### src/rtl/mat_pkg.sv
`timescale 1ns/1ps
// Shared types and constants for the 2x2 matrix-multiply datapath.
package mat_pkg;

  localparam int unsigned ELEM_W   = 8;
  localparam int unsigned NUM_ELEM = 4;
  localparam int unsigned OPND_W   = 4;

  typedef logic [ELEM_W-1:0] res_elem_t;
  typedef res_elem_t [NUM_ELEM-1:0] res_frame_t;

  typedef enum logic [1:0] {
    IDLE,
    SHIFT,
    DONE
  } ser_state_t;

endpackage

### src/rtl/piso_shift_reg.sv
`timescale 1ns/1ps
// Parallel-in / serial-out shift register, MSB first, zero-filled from the LSB.
module piso_shift_reg #(
  parameter int unsigned W = 32
) (
  input  logic         clk,
  input  logic         nRST,
  input  logic         load,
  input  logic         shift_en,
  input  logic [W-1:0] d,
  output logic         msb
);

  logic [W-1:0] sr_q;

  always_ff @(posedge clk or negedge nRST) begin
    if (!nRST) begin
      sr_q <= '0;
    end else if (load) begin
      sr_q <= d;
    end else if (shift_en) begin
      sr_q <= {sr_q[W-2:0], 1'b0};
    end
  end

  assign msb = sr_q[W-1];

endmodule

### src/rtl/mat_result_serializer.sv
`timescale 1ns/1ps
// Serialises the four 2x2 product elements, MSB first, C00..C11, with
// hold back-pressure and a sticky done flag.
module mat_result_serializer
  import mat_pkg::*;
#(
  parameter int unsigned ELEM_W   = mat_pkg::ELEM_W,
  parameter int unsigned NUM_ELEM = mat_pkg::NUM_ELEM
) (
  input  logic                          clk,
  input  logic                          nRST,
  input  logic                          load,
  input  logic [ELEM_W*NUM_ELEM-1:0]    c_in,
  input  logic                          hold,
  output logic                          serial_out,
  output logic                          tx_valid,
  output logic                          busy,
  output logic                          done,
  output logic [$clog2(NUM_ELEM)-1:0]   elem_idx,
  output logic [$clog2(ELEM_W)-1:0]     bit_idx
);

  localparam int unsigned EIW = $clog2(NUM_ELEM);
  localparam int unsigned BIW = $clog2(ELEM_W);

  ser_state_t       state_q;
  logic             done_q;
  logic [EIW-1:0]   elem_q;
  logic [BIW-1:0]   bit_q;

  logic accept;
  logic advance;
  logic last_elem_bit;
  logic last_bit;
  logic sr_msb;

  // Load is only honoured outside SHIFT so a frame in flight cannot be clobbered.
  assign accept        = load && (state_q != SHIFT);
  assign advance       = (state_q == SHIFT) && !hold;
  assign last_elem_bit = (bit_q == BIW'(ELEM_W - 1));
  assign last_bit      = last_elem_bit && (elem_q == EIW'(NUM_ELEM - 1));

  always_ff @(posedge clk or negedge nRST) begin
    if (!nRST) begin
      state_q <= IDLE;
      done_q  <= 1'b0;
      elem_q  <= '0;
      bit_q   <= '0;
    end else begin
      case (state_q)
        IDLE, DONE: begin
          if (load) begin
            state_q <= SHIFT;
            done_q  <= 1'b0;
            elem_q  <= '0;
            bit_q   <= '0;
          end
        end
        SHIFT: begin
          if (!hold) begin
            if (last_elem_bit) begin
              bit_q  <= '0;
              elem_q <= elem_q + EIW'(1);
            end else begin
              bit_q  <= bit_q + BIW'(1);
            end
            if (last_bit) begin
              state_q <= DONE;
              done_q  <= 1'b1;
            end
          end
        end
        default: begin
          state_q <= IDLE;
        end
      endcase
    end
  end

  piso_shift_reg #(
    .W(ELEM_W * NUM_ELEM)
  ) u_piso (
    .clk      (clk),
    .nRST     (nRST),
    .load     (accept),
    .shift_en (advance),
    .d        (c_in),
    .msb      (sr_msb)
  );

  assign busy       = (state_q == SHIFT);
  assign tx_valid   = advance;
  assign serial_out = busy && sr_msb;
  assign done       = done_q;
  assign elem_idx   = elem_q;
  assign bit_idx    = bit_q;

endmodule

### config.mk
export PLATFORM = sky130hd
export DESIGN_NAME = mat_result_serializer
export DESIGN_NICKNAME = d
export VERILOG_FILES = /design/src/rtl/mat_pkg.sv /design/src/rtl/piso_shift_reg.sv /design/src/rtl/mat_result_serializer.sv
export SDC_FILE = /design/constraint.sdc
export NUM_CORES = 1
export LEC_CHECK = 0
export BUFFER_PORTS_ARGS = -buffer_cell sky130_fd_sc_hd__buf_2
export CAP_MARGIN = 20
export CORE_ASPECT_RATIO = 0.8
export CORE_MARGIN = 2
export CORE_UTILIZATION = 25
export DETAILED_ROUTE_END_ITERATION = 6
export GPL_TIMING_DRIVEN = 0
export PLACE_DENSITY_LB_ADDON = 0.2
export SYNTH_ARGS = -nofsm -noshare
export SYNTH_HDL_FRONTEND = slang
export SYNTH_HIERARCHICAL = 1
export SYNTH_SLANG_ARGS = --single-unit
### constraint.sdc
create_clock -name clk -period 5.3 [get_ports clk]
set_clock_uncertainty 0.1 [all_clocks]
set_input_delay 0.53 -clock clk [delete_from_list [all_inputs] [get_ports clk]]
set_output_delay 0.53 -clock clk [all_outputs]
set_load 0.1 [all_outputs]
==> run_results.csv <==
group,metric,value,unit
run_status,outcome,"complete, no violations",
cells_and_area,drive_gt1_frac,0.293,
timing,max_freq,426,MHz
global_routing,grt_max_degree,41,
timing,hold_viol,0,
logic_synthesis,seq_area_frac_synth,0.511,
clock_tree,ctsResizeCount,0,
routing,vias_per_cell,4.22,
placed_design,place.gp.congestion,0.738,
logic_synthesis,syn_nets,220,
cells_and_area,n_fill_cell,824,
timing,tns,0,ns
routing,drt_wl_total,4.26,mm
die,start_util,0.261,
logic_synthesis,synth_cells,181,
clock_tree,numCtsBuffers,5,
power,power_leakage,0.00115,µW
placed_design,hpwl,3.01,mm
timing,maxSlewHeadroom,0.393,
logic_synthesis,postSynthAreaPerCell,10.8,µm²
power,vdd_drop_max,0.189,mV
cells_and_area,fin_nets,271,
global_routing,grt_pass1_wl,7.18,mm
cells_and_area,syn_to_final_growth,22.9,%
routing,drtIter0Drc,21,
routing,routedWlPerCell,12.6,µm
worst_setup_path,critPathRequiredTime,4.67,ns
routing,via_count,1423,
placed_design,io_buffers,44,
routing,ant_nets,0,
die,rows,28,
worst_setup_path,cpPeakStageDelay,0.42,ns
worst_setup_path,crit_type,"flop to output port",
die,dieWidth,103,µm
clock_tree,cts_tree,"yes",
worst_setup_path,timing.rr.start,"bit_idx[0]$_DFFE_PN0P_",
worst_setup_path,slowest_stage,"buf_2",
worst_setup_path,crit_start,"state_q[1]$_DFFE_PN0P_",
die,ios,45,
worst_setup_path,rrSetupSlack,3.41,ns
clock_tree,cts_root_buffer,"clkbuf_8",
timing,post-route-period-util,0.443,
timing,fin_crit,2.35,ns
die,core_area,7500,µm²
timing,rsz0062_at_grt,"false",
worst_setup_path,startpoint_type,"flop",
logic_synthesis,ys_types,32,
cells_and_area,final_util,0.321,
timing,drv_slew,0,
clock_tree,clockBufferDepth,2,
clock_tree,htreeDepth,2,
logic_synthesis,ys_seq_elements,40,
timing,worst_slew_pin_slew,0.911,ns
cells_and_area,layout_common_cells,"buf_2, dfrtp_1, nand2_1",
worst_setup_path,timing.critical_path.arrival,1.72,ns
die,dieHeight,83.2,µm
global_routing,grt_pass1_vias,1499,
global_routing,grt_usage,0.107,
power,powerDensity,524,nW/µm²
routing,drt-pass1-iter-count,4,
logic_synthesis,synth_area,1960,µm²
job,drv_cap,0,
cells_and_area,final_common_cell,"buf_2",
clock_tree,clock_sinks,40,
min_path,min_path_type,"input pin to asynchronous set/reset pin",
worst_setup_path,worstSetupEndpointType,"output port",
die,die_area,8570,µm²
cells_and_area,antenna_cells,0,
global_routing,grt-ovfl-total,0,
clock_tree,clk-insertion-delay-late,0.29,ns
routing,drc,0,
clock_tree,path_clk_slew,0.08,ns
logic_synthesis,ys_warn_count,6,
clock_tree,cts_setup_buffers,0,
global_routing,antenna_found_initial,0,
worst_setup_path,cp_max_fo,6,
clock_tree,ctsHoldBuffers,0,
timing,setup_violations,0,
worst_setup_path,path_cells,"or3b_1 > buf_6 > clkinv_4 > buf_2",
-- final cells by class --
type,instances,area (µm²),area share
inverters,6,27.5,0.0114
repair buffers,44,220,0.0915
plain buffers,12,119,0.0494
well taps,105,131,0.0546
clock buffers,7,96.3,0.0400
multi-input cells,123,812,0.337
flip-flops and latches,40,1000,0.416
-- flip-flops by register name, indices dropped and copies added (netlist names) --
name         cells
bit_idx          3
done             1
elem_idx         2
state_q          2
u_piso/sr_q     32
-- worst max-delay path: cells and delay by family, from the launching register on --
| kind | cells | cell delay [ns] |
|---|---|---|
| buf+inv | 3 | 0.63 |
| flops | 1 | 0.41 |
| simple gates | 1 | 0.39 |
-- logic make-up (layout without fill, tap and decap cells) --
logic type / Yosys count / count (layout) / share of synthesized area
DFF: 40 / 40 / 0.511
adders and majority gates: 3 / 3 / 0.0192
buffers and inverters: 18 / 69 / 0.0747
muxes: 33 / 33 / 0.172
and+or+nand+nor: 45 / 45 / 0.0996
AOI/OAI and AO/OA: 41 / 41 / 0.119
xor gates and xnor gates: 1 / 1 / 0.00447
-- cell usage after synthesis --
library cell / instances / area [µm²]
o21ai_0: 3 / 15.0
o32ai_1: 1 / 8.76
clkinv_4: 1 / 8.76
o21ai_2: 2 / 17.5
buf_12: 3 / 60.1
a32o_1: 1 / 10.0
ha_1: 3 / 37.5
inv_1: 5 / 18.8
mux2_2: 1 / 11.3
mux2_4: 1 / 15.0
clkbuf_1: 1 / 3.75
nand2b_1: 2 / 12.5
nor3b_1: 1 / 7.51
xnor2_1: 1 / 8.76
nand3b_1: 1 / 7.51
a21oi_2: 1 / 8.76
or3b_1: 1 / 8.76
buf_4: 1 / 7.51
o22ai_1: 2 / 12.5
buf_2: 5 / 25.0
a22o_1: 1 / 8.76
buf_6: 2 / 22.5
mux2i_1: 31 / 310
nor2_1: 1 / 3.75
or2b_1: 1 / 7.51
nor3_1: 1 / 5.00
a22oi_1: 1 / 7.51
and2_1: 1 / 6.26
o21ai_1: 29 / 145
nand3_1: 1 / 5.00
dfrtp_1: 40 / 1000
nand2_1: 35 / 131
-- through the flow --
| step | worst slack [ns] | cell area (µm²) | hold slack, ns | instances | power [µW] |
|---|---|---|---|---|---|
| floorplan | 2.54 | 1960 | 0.134 | 181 | 941 |
| global placement | 3.04 | 2310 | 0.413 | 330 | 1050 |
| detailed placement | 3.04 | 2310 | 0.415 | 330 | 1060 |
| CTS | 2.95 | 2410 | 0.326 | 337 | 1280 |
| global route | 2.87 | 2410 | 0.352 | 337 | 1350 |
| finish | 2.95 | 2410 | 0.266 | 337 | 1260 |
-- routing by layer --
metal	global-route usage	up-vias	wire [µm]	share of wire
met1	0.157	653	2170	0.51
li1	-	726	-	-
met2	0.149	36	1800	0.42
met4	0.0287	0	46	0.011
met5	0	-	0	0
met3	0.0337	8	247	0.058
-- where the power goes --
group          internal, µW  switching (µW)  total, µW
Combinational           184             347        531
Sequential              436            75.5        511
Clock                   116             102        218
Total                   736             525       1260
-- final timing paths --
kind                       cells past startpoint                     endpoint
setup / recovery                               4                     tx_valid
hold / removal                                 1       bit_idx[0]$_DFFE_PN0P_
setup reg to reg                               5      elem_idx[1]$_DFFE_PN0P_
hold reg to reg                                2             done$_DFFE_PN0P_
max in group asynchronous                      1  u_piso/sr_q[21]$_DFFE_PN0P_
min in group clk                               3  u_piso/sr_q[14]$_DFFE_PN0P_
(Power assumes the default switching activity.)
